## src/rtl/gpr_dump_unit.sv

```systemverilog
// Streams GPR[FIRST_REG..LAST_REG] as {index, data} beats over valid/ready via a spare read port.
// Define DUMP_CHECKSUM_EN to append a final XOR-checksum beat (index 0) to every dump.
module gpr_dump_unit #(
   parameter int unsigned DATA_WIDTH = 32,
   parameter int unsigned ADDR_WIDTH = 5,
   parameter int unsigned FIRST_REG  = 1,
   parameter int unsigned LAST_REG   = 31
) (
   input  logic                  clock,
   input  logic                  reset,
   input  logic                  start,
   output logic [ADDR_WIDTH-1:0] rf_raddr,
   input  logic [DATA_WIDTH-1:0] rf_rdata,
   output logic                  out_valid,
   input  logic                  out_ready,
   output logic [ADDR_WIDTH-1:0] out_index,
   output logic [DATA_WIDTH-1:0] out_data,
   output logic                  out_last,
   output logic                  busy,
   output logic                  done
);

   localparam logic [ADDR_WIDTH-1:0] FIRST_IDX = ADDR_WIDTH'(FIRST_REG);
   localparam logic [ADDR_WIDTH-1:0] LAST_IDX  = ADDR_WIDTH'(LAST_REG);

`ifdef DUMP_CHECKSUM_EN
   typedef enum logic [2:0] {IDLE, LOAD, HOLD, SUM, DONE} state_t;
`else
   typedef enum logic [2:0] {IDLE, LOAD, HOLD, DONE} state_t;
`endif

   state_t                  state_q, state_d;
   logic [ADDR_WIDTH-1:0]   raddr_q, raddr_d;
   logic                    out_valid_q, out_valid_d;
   logic [ADDR_WIDTH-1:0]   out_index_q, out_index_d;
   logic [DATA_WIDTH-1:0]   out_data_q, out_data_d;
   logic                    out_last_q, out_last_d;
   logic                    busy_q, busy_d;
   logic                    done_q, done_d;
`ifdef DUMP_CHECKSUM_EN
   logic [DATA_WIDTH-1:0]   acc_q, acc_d;
`endif

   always_comb begin
      state_d     = state_q;
      raddr_d     = raddr_q;
      out_valid_d = out_valid_q;
      out_index_d = out_index_q;
      out_data_d  = out_data_q;
      out_last_d  = out_last_q;
      busy_d      = busy_q;
      done_d      = 1'b0;
`ifdef DUMP_CHECKSUM_EN
      acc_d       = acc_q;
`endif
      case (state_q)
         IDLE: begin
            if (start) begin
               raddr_d = FIRST_IDX;
               busy_d  = 1'b1;
`ifdef DUMP_CHECKSUM_EN
               acc_d   = '0;
`endif
               state_d = LOAD;
            end
         end
         LOAD: begin
            out_data_d  = rf_rdata;
            out_index_d = raddr_q;
            out_valid_d = 1'b1;
`ifdef DUMP_CHECKSUM_EN
            out_last_d  = 1'b0;
            acc_d       = acc_q ^ rf_rdata;
`else
            out_last_d  = (raddr_q == LAST_IDX);
`endif
            state_d     = HOLD;
         end
         HOLD: begin
            if (out_valid_q && out_ready) begin
               out_valid_d = 1'b0;
               // out_last only ever marks the true final beat, so it alone selects DONE.
               if (out_last_q) begin
                  out_last_d = 1'b0;
                  done_d     = 1'b1;
                  state_d    = DONE;
               end else if (raddr_q < LAST_IDX) begin
                  raddr_d = raddr_q + 1'b1;
                  state_d = LOAD;
               end else begin
`ifdef DUMP_CHECKSUM_EN
                  state_d = SUM;
`else
                  done_d  = 1'b1;
                  state_d = DONE;
`endif
               end
            end
         end
`ifdef DUMP_CHECKSUM_EN
         SUM: begin
            out_index_d = '0;
            out_data_d  = acc_q;
            out_last_d  = 1'b1;
            out_valid_d = 1'b1;
            state_d     = HOLD;
         end
`endif
         DONE: begin
            busy_d  = 1'b0;
            state_d = IDLE;
         end
         default: state_d = IDLE;
      endcase
   end

   always_ff @(posedge clock or negedge reset) begin
      if (!reset) begin
         state_q     <= IDLE;
         raddr_q     <= '0;
         out_valid_q <= 1'b0;
         out_index_q <= '0;
         out_data_q  <= '0;
         out_last_q  <= 1'b0;
         busy_q      <= 1'b0;
         done_q      <= 1'b0;
`ifdef DUMP_CHECKSUM_EN
         acc_q       <= '0;
`endif
      end else begin
         state_q     <= state_d;
         raddr_q     <= raddr_d;
         out_valid_q <= out_valid_d;
         out_index_q <= out_index_d;
         out_data_q  <= out_data_d;
         out_last_q  <= out_last_d;
         busy_q      <= busy_d;
         done_q      <= done_d;
`ifdef DUMP_CHECKSUM_EN
         acc_q       <= acc_d;
`endif
      end
   end

   assign rf_raddr  = raddr_q;
   assign out_valid = out_valid_q;
   assign out_index = out_index_q;
   assign out_data  = out_data_q;
   assign out_last  = out_last_q;
   assign busy      = busy_q;
   assign done      = done_q;

endmodule

```

## config.mk

```make
export PLATFORM = sky130hd
export DESIGN_NAME = gpr_dump_unit
export DESIGN_NICKNAME = d
export VERILOG_FILES = /design/src/rtl/gpr_dump_unit.sv
export SDC_FILE = /design/constraint.sdc
export NUM_CORES = 1
export LEC_CHECK = 0
export CORE_AREA = 3 3 73 75
export CTS_CLUSTER_SIZE = 24
export DETAILED_ROUTE_END_ITERATION = 10
export DIE_AREA = 0 0 76 78
export PLACE_DENSITY = 0.74
export SLEW_MARGIN = 20
export SYNTH_ARGS = -nofsm -noshare
export SYNTH_HDL_FRONTEND = slang
export SYNTH_SLANG_ARGS = --single-unit
```

## constraint.sdc

```tcl
create_clock -name clock -period 1.74 [get_ports clock]
set_clock_uncertainty 0.1 [all_clocks]
set_input_delay 0.348 -clock clock [delete_from_list [all_inputs] [get_ports clock]]
set_output_delay 0.348 -clock clock [all_outputs]
set_load 0.01 [all_outputs]
```

==> results of run 1 <==
## through the flow
step | cells | hold WS (ns) | utilization, % | setup WS (ns) | total power, W
floorplan | 217 | -0.04759 | - | 0.2653 | 0.003191
global placement | 362 | 0.2494 | 61.43 | 0.04709 | 0.004408
detailed placement | 362 | 0.2525 | 61.43 | 0.01589 | 0.004472
CTS | 375 | 0.3840 | 64.64 | 0.01762 | 0.005312
global route | 376 | 0.4004 | 64.90 | 0.006549 | 0.005655
finish | 376 | 0.3774 | 64.90 | 0.06309 | 0.005238
## state kept, by name (all words and copies together), names as in the netlist
signal and count:
out_data 32, out_index 5, rf_raddr 5, state_q 2, busy 1, done 1, out_last 1, out_valid 1
## worst min-delay path by stage
stage          slack, ns           end
2_1_floorplan      -0.05          busy
3_3_place_gp        0.25  out_data[13]
3_5_place_dp        0.25  out_data[13]
4_1_cts             0.38  out_index[0]
5_1_grt             0.40  out_data[10]
6_report            0.38  out_index[0]
## placed cells by master, fill, tap and decap left out, types with 2 or more instances in the layout
cell type	instances
a21oi_1	6
nand2b_4	2
o21ai_0	6
nor2_1	5
nand2_1	113
ha_1	2
dfrtp_1	47
nand3_1	3
nor3_1	2
clkbuf_8	5
buf_4	12
dlymetal6s2s_1	2
clkdlybuf4s50_1	77
nand2b_1	2
inv_1	3
## logic make-up (layout without fill, tap and decap cells)
kind of cell / after synthesis / in the layout / share of synthesized area, %
buf+inv: 14 / 106 / 4.285
compound gates: 21 / 21 / 7.516
fa+ha+maj: 2 / 2 / 1.242
simple gates: 132 / 132 / 27.33
flops: 48 / 48 / 59.63
## what timing repair did
| item | 4_1_cts | 5_1_grt |
|---|---|---|
| resized for setup | 2 | 2 |
| hold buffers | 1 | 0 |
| endpoints found under the hold margin | 21 | 0 |
| setup buffers | 4 | 1 |
| cloned | 0 | 0 |
| setup endpoints to repair | 5 | 3 |
## power by group
| part | internal [W] | total (W) | switching [W] | leakage [nW] |
|---|---|---|---|---|
| Clock | 0.000425 | 0.000792 | 0.000367 | 0.0541 |
| Sequential | 0.00161 | 0.00193 | 0.000317 | 0.600 |
| Combinational | 0.00132 | 0.00252 | 0.00119 | 0.837 |
## final cells by class
type | count | area (sq um) | share of cell area [%]
clock buffers | 5 | 68.82 | 2.245
repair buffers | 95 | 929.6 | 30.33
multi-input cells | 155 | 726.9 | 23.71
clock inverters | 3 | 42.54 | 1.388
well taps | 67 | 83.83 | 2.735
inverters | 3 | 11.26 | 0.3673
flip-flops and latches | 48 | 1202 | 39.22
## per-layer routing
layer  global-route usage (%)  share of wire, %
met4                    4.348              0.99
met1                    22.41                45
met5                        0                 0
met2                    29.96                46
met3                    6.845               7.7
==> qor.yml, run 1 <==
status:
  status: "complete, no violations"
setup_path:
  crit_buf_inv: 1
  critPathCapture: "rf_raddr[4]"
  r2r.worst_path.cells: 6
  worst-path-stages: 1
  cp_top_family: "buffers and inverters"
  cp_slowest_cell: "clkdlybuf4s50_1"
  cpPeakStageDelay_ns: 0.55
  worst_ep_required_time_ns: 1.29
  r2r_end: "rf_raddr[4]"
  endpoint_kind: "output port"
  crit_arrival_ns: 1.23
  r2r_slack_ns: 0.18
  critPathMaxFanout: 2
  r2r-start: "rf_raddr[1]"
  path_class: "register to output port"
  crit_path_cell_trace: "clkdlybuf4s50_1"
  crit_path_start_kind: "register"
  critPathLaunch: "rf_raddr[4]"
clocking:
  clock_latency_ns: 0.30
  ctsHtreeMaxLevel: 2
  cts-root-buf: "clkbuf_8"
  clock_path_buffers: 2
  cts.sinks: 48
  cts_tree: "yes"
  cts_buffers: 5
  path_clk_slew_ns: 0.09
floorplanning:
  placementRows: 25
  io_pins: 82
  die_x_um: 76
  die_area_sq_um: 5928
  start_util_pct: 42.65
  core_sq_um: 4723
  die_h_um: 78
finish:
  drive_gt1_share_pct: 10.36
  fillers: 404
  antennaDiodeCount: 0
  nets: 346
  synthToLayoutAreaGrowth_pct: 52.17
  final_cell_area_sq_um: 3065
global_routing:
  grt-ovfl-total: 0
  track_usage_pct: 18.06
  antenna_found_initial: 0
  grt_pass1_vias: 1818
  grt_max_degree: 28
  grt_first_pass_wirelength_um: 8597
place:
  dp_hpwl_um: 3467
  place_congestion: 0.7721
  port_buffers: 81
  place_area_sq_um: 2902
run:
  cap_violations: 0
synth:
  synth_top_area_share_pct: 59.63
  netlist_area_sq_um: 2014
  synth.ff_latch_count: 48
  synth.distinct_cells: 29
  synth.area.top_cells: "dfrtp_1, nand2_1, buf_2, a21oi_1, o21ai_0"
  synth_edf_count: 0
  synthArstFlopShare_pct: 100.0
  yosysTopAreaCell: "dfrtp_1"
  synth_warnings: 0
  synth_top_flop_cell: "dfrtp_1"
  synthTopCellsByCount: "nand2_1, dfrtp_1, buf_2"
  yosysMostFrequentCell: "nand2_1"
  synth-seq-area-share_pct: 59.63
  syn_nets: 255
  syn_area_per_cell_sq_um: 9.283
  synth_cells: 217
sta:
  hold_viol: 0
  min_period_ns: 1.677
  rsz0062_at_grt: "false"
  setup_viol: 0
  final.setup.tns_ns: 0
  fmax_ghz: 0.5963
  maxSlewHeadroom_pct: 65.31
  finalCritPeriodShare_pct: 96.37
  drv_slew: 0
  worst_slew_pin_slew_ns: 0.5204
drt:
  via_per_inst: 4.630
  drtIter0Drc: 75
  via_count: 1741
  route.detailed.drc: 0
  wl_per_cell_um: 12.96
  first_pass_iters: 4
  ant_nets: 0
  wirelength_um: 4873
power_and_ir_drop:
  powerDensity_nw_per_um2: 1709
  leakagePower_nw: 1.491
  peakVddDrop_mv: 0.7008
hold_path:
  hold_path.class: "register to register"
  min-delay-start: "out_index[0]"
  holdPathStages: 2
No activity file was read; power rests on OpenSTA's default activity.
==> run 2: changes to the inputs <==
--- a/config.mk
+++ b/config.mk
@@ -10,6 +10,7 @@
 export DETAILED_ROUTE_END_ITERATION = 10
 export DIE_AREA = 0 0 76 78
 export PLACE_DENSITY = 0.74
+export SETUP_SLACK_MARGIN = 0.15
 export SLEW_MARGIN = 20
 export SYNTH_ARGS = -nofsm -noshare
 export SYNTH_HDL_FRONTEND = slang
==> qor.yml, run 2 (synthesis gave the netlist of run 1 again) <==
status:
  status: "complete, no violations"
finish:
  utilization_pct: 63.87
  fillers: 428
  mostFrequentLayoutCells: "nand2_1, dfrtp_1, dlygate4sd2_1, clkdlybuf4s50_1, buf_4"
  drive_gt1_share_pct: 11.29
  layout_commonest_cell: "nand2_1"
  register_area_sq_um: 1202
  synthToLayoutAreaGrowth_pct: 49.75
  nets: 347
  largest_register_ff_count: 32
  multi_input_area_sq_um: 732.0
  final_cell_area_sq_um: 3017
  antennaDiodeCount: 0
setup_path:
  critPathMaxFanout: 2
  path_class: "register to output port"
  r2r-start: "rf_raddr[2]"
  crit_path_start_kind: "register"
  crit_arrival_ns: 1.10
  endpoint_kind: "output port"
  r2r_slack_ns: 0.21
  r2r.worst_path.cells: 6
  r2r_end: "rf_raddr[4]"
  worst_ep_required_time_ns: 1.29
power_and_ir_drop:
  p_switching_w: 0.001867
  p_int_w: 0.003055
  seqPwrFrac_pct: 38.8
  leakagePower_nw: 1.583
  switching_share_pct: 37.93
  pwr-share-comb_pct: 45.0
  peakVddDrop_mv: 0.6687
  powerDensity_nw_per_um2: 1632
  pwr-share-clk_pct: 16.2
sta:
  drv_slew: 0
  worst_slew_pin_slew_ns: 0.5165
  final.setup.tns_ns: 0
  min_period_ns: 1.546
  setup_viol: 0
  fin_hold_ws_ns: 0.3722
  finalCritPeriodShare_pct: 88.83
  hold_viol: 0
  maxSlewHeadroom_pct: 65.57
  fmax_ghz: 0.6470
  rsz0062_at_grt: "true"
  setup_ws_ns: 0.1944
clocking:
  path_clk_slew_ns: 0.08
  clock_path_buffers: 2
  cts.sinks: 48
  cts_tree: "yes"
  cts_buffers: 5
  clock_latency_ns: 0.30
  ctsHtreeMaxLevel: 2
  cts-root-buf: "clkbuf_8"
place:
  place_congestion: 0.7721
  port_buffers: 81
  dp_hpwl_um: 3467
  pre_cts_ws_ns: 0.01589
  place_area_sq_um: 2902
global_routing:
  track_usage_pct: 18.06
  antenna_found_initial: 0
  grt_first_pass_wirelength_um: 8569
  grt_max_degree: 28
  grt_pass1_vias: 1796
  grt-ovfl-total: 0
floorplanning:
  placementRows: 25
  die_x_um: 76
  io_pins: 82
  start_util_pct: 42.65
  core_sq_um: 4723
  die_h_um: 78
  die_area_sq_um: 5928
drt:
  first_pass_iters: 4
  drtIter0Drc: 76
  via_per_inst: 4.618
  ant_nets: 0
  via_count: 1741
  route.detailed.drc: 0
  wirelength_um: 4895
  wl_per_cell_um: 12.98
hold_path:
  holdPathStages: 2
  min-delay-start: "out_index[0]"
  whs_endpoint: "out_index[0]"
  hold_path.class: "register to register"
run:
  cap_violations: 0
[run 2: per-layer routing]
metal	GRT usage (%)	wire length, um	vias up
li1	-	-	870
met1	22.86	2239	799
met2	29.79	2267	66
met3	6.381	339	6
met4	4.348	48	0
met5	0	0	-
[run 2: worst max-delay path by stage]
stage	cells after the start	to	start	slack, ns
2_1_floorplan	5	rf_raddr[4]	rf_raddr[0]	0.27
3_3_place_gp	5	rf_raddr[2]	out_ready	0.05
3_5_place_dp	5	rf_raddr[2]	out_ready	0.02
4_1_cts	6	rf_raddr[4]	rf_raddr[1]	0.18
5_1_grt	6	rf_raddr[4]	rf_raddr[1]	0.13
6_report	2	rf_raddr[1]	rf_raddr[1]	0.19
[run 2: final cells by class]
cell class	count	area share [%]
flip-flops and latches	48	39.86
repair buffers	96	29.03
multi-input cells	155	24.26
well taps	67	2.779
clock buffers	5	2.281
clock inverters	3	1.410
inverters	3	0.3733
[run 2: power by group through the flow]
stage / registers (W) / logic [W] / clock network, W
CTS: 0.00192 / 0.00225 / 0.000825
finish: 0.00191 / 0.00222 / 0.000796
global route: 0.00198 / 0.00249 / 0.000879
floorplan: 0.00212 / 0.00107 / 0
detailed placement: 0.00196 / 0.00251 / 0
global placement: 0.00195 / 0.00246 / 0
[run 2: what timing repair did]
action | 4_1_cts | 5_1_grt
endpoints found under the hold margin | 21 | 0
setup endpoints to repair | 46 | 3
gates resized for setup | 47 | 2
hold buffers | 1 | 0
pin swaps | 0 | 0
setup buffers | 5 | 1
[run 2: through the flow]
stage	power (W)	instances
floorplan	0.003191	217
global placement	0.004408	362
detailed placement	0.004472	362
CTS	0.004993	376
global route	0.005348	377
finish	0.004922	377
[run 2: worst max-delay path, stage by stage (launching register included)]
cell           delay (ns)
dfrtp_1              0.39
buf_4                0.14
dlygate4sd2_1        0.28
==> run 3: changes to the inputs <==
--- a/config.mk
+++ b/config.mk
@@ -10,6 +10,7 @@
 export DETAILED_ROUTE_END_ITERATION = 10
 export DIE_AREA = 0 0 76 78
 export PLACE_DENSITY = 0.74
+export REMOVE_ABC_BUFFERS = 1
 export SETUP_SLACK_MARGIN = 0.15
 export SLEW_MARGIN = 20
 export SYNTH_ARGS = -nofsm -noshare
==> qor.yml, run 3 (synthesis gave the netlist of run 1 again) <==
status:
  status: "complete, no violations"
finish:
  synthToLayoutAreaGrowth_pct: 47.02
  final_cell_area_sq_um: 2962
  fillers: 439
  nets: 344
  drive_gt1_share_pct: 9.804
  largest_register_ff_count: 32
  multi_input_area_sq_um: 726.9
  antennaDiodeCount: 0
  register_area_sq_um: 1205
  utilization_pct: 62.70
  mostFrequentLayoutCells: "nand2_1, dfrtp_1, dlygate4sd2_1, clkdlybuf4s50_1, buf_4"
  layout_commonest_cell: "nand2_1"
global_routing:
  grt_first_pass_wirelength_um: 8418
  antenna_found_initial: 0
  grt_max_degree: 39
  grt-ovfl-total: 0
  grt_pass1_vias: 1731
  track_usage_pct: 17.85
clocking:
  cts.sinks: 48
  cts-root-buf: "clkbuf_8"
  clock_latency_ns: 0.29
  cts_tree: "yes"
  clock_path_buffers: 2
  cts_buffers: 5
  ctsHtreeMaxLevel: 2
  path_clk_slew_ns: 0.08
sta:
  hold_viol: 0
  worst_slew_pin_slew_ns: 0.8033
  rsz0062_at_grt: "true"
  setup_ws_ns: 0.1485
  min_period_ns: 1.591
  finalCritPeriodShare_pct: 91.47
  final.setup.tns_ns: 0
  fmax_ghz: 0.6283
  drv_slew: 0
  maxSlewHeadroom_pct: 46.32
  setup_viol: 0
floorplanning:
  io_pins: 82
  die_x_um: 76
  start_util_pct: 42.65
  die_area_sq_um: 5928
  core_sq_um: 4723
  die_h_um: 78
  placementRows: 25
setup_path:
  crit_arrival_ns: 1.67
  path_class: "register to register"
  worst_ep_required_time_ns: 1.82
  critPathMaxFanout: 5
  endpoint_kind: "register"
  crit_path_start_kind: "register"
drt:
  wirelength_um: 4814
  via_count: 1744
  route.detailed.drc: 0
  drtIter0Drc: 51
  wl_per_cell_um: 12.91
  first_pass_iters: 4
  via_per_inst: 4.676
  ant_nets: 0
place:
  place_area_sq_um: 2887
  place_congestion: 0.7430
  port_buffers: 81
  dp_hpwl_um: 3410
  pre_cts_ws_ns: 0.01922
power_and_ir_drop:
  leakagePower_nw: 1.564
  powerDensity_nw_per_um2: 1588
  peakVddDrop_mv: 0.7052
run:
  cap_violations: 0
hold_path:
  hold_path.class: "register to register"
-- run 3: cell count changes in the layout (fill, tap and decap cells not counted), sizes merged --
cell and delta:
clkinvlp -1, dlymetal6s2s +1, bufinv -1, buf -3, dlygate4sd2 -1, clkbuf +1
-- run 3: metal layers --
layer  vias to the layer above  track usage, %  part of all wire [%]
li1                        868               -                     -
met1                       804           22.40                    45
met2                        65           29.08                    47
met3                         7           6.265                   6.9
met4                         0           5.616                   1.4
met5                         -               0                     0
-- run 3: area by class of cell --
class,instances,share of cell area [%]
multi-input combinational,155,24.55
clock inverter,1,0.1690
clock buffer,6,2.450
sequential,48,40.68
timing repair buffer,93,28.94
inverter,3,0.3802
tap,67,2.831
-- run 3: worst paths after layout --
check / start / endpoint / slack (ns) / depth (start not counted)
max reg2reg: rf_raddr[0] / rf_raddr[4] / 0.15 / 6
max: rf_raddr[0] / rf_raddr[4] / 0.15 / 6
min reg2reg: out_data[7] / out_data[7] / 0.37 / 2
min: out_data[7] / out_data[7] / 0.37 / 2
max in group asynchronous: reset / rf_raddr[0] / 0.62 / 3
min in group asynchronous: reset / out_data[6] / 0.41 / 2
-- run 3: metrics by stage --
stage	hold slack (ns)	power, W	cells
after floorplan	-0.04759	0.003047	206
after global placement	0.1761	0.004371	360
after detailed placement	0.1715	0.004432	360
after CTS	0.3763	0.004771	372
after global routing	0.3930	0.005122	373
final	0.3702	0.004703	373
-- run 3: report_power, final --
part	internal [W]	switching (W)	leakage, nW	total (W)
combinational	0.00100	0.00123	0.926	0.00223
sequential	0.00161	0.000244	0.597	0.00186
clock	0.000273	0.000337	0.0410	0.000611
total	0.00289	0.00181	1.56	0.00470
-- run 3: what timing repair did --
item	in CTS	in global routing
gates resized for setup	48	1
hold endpoints to repair	13	0
setup buffers	4	1
endpoints found under the setup margin	46	31
hold buffers	1	0
pin swaps	0	0
-- run 3: worst max-delay path, cell delays in order (launching register included) --
cell	delay, ns
dfrtp_2	0.40
buf_4	0.15
ha_1	0.21
and3_1	0.15
ha_1	0.26
a21oi_1	0.11
o21ai_0	0.08
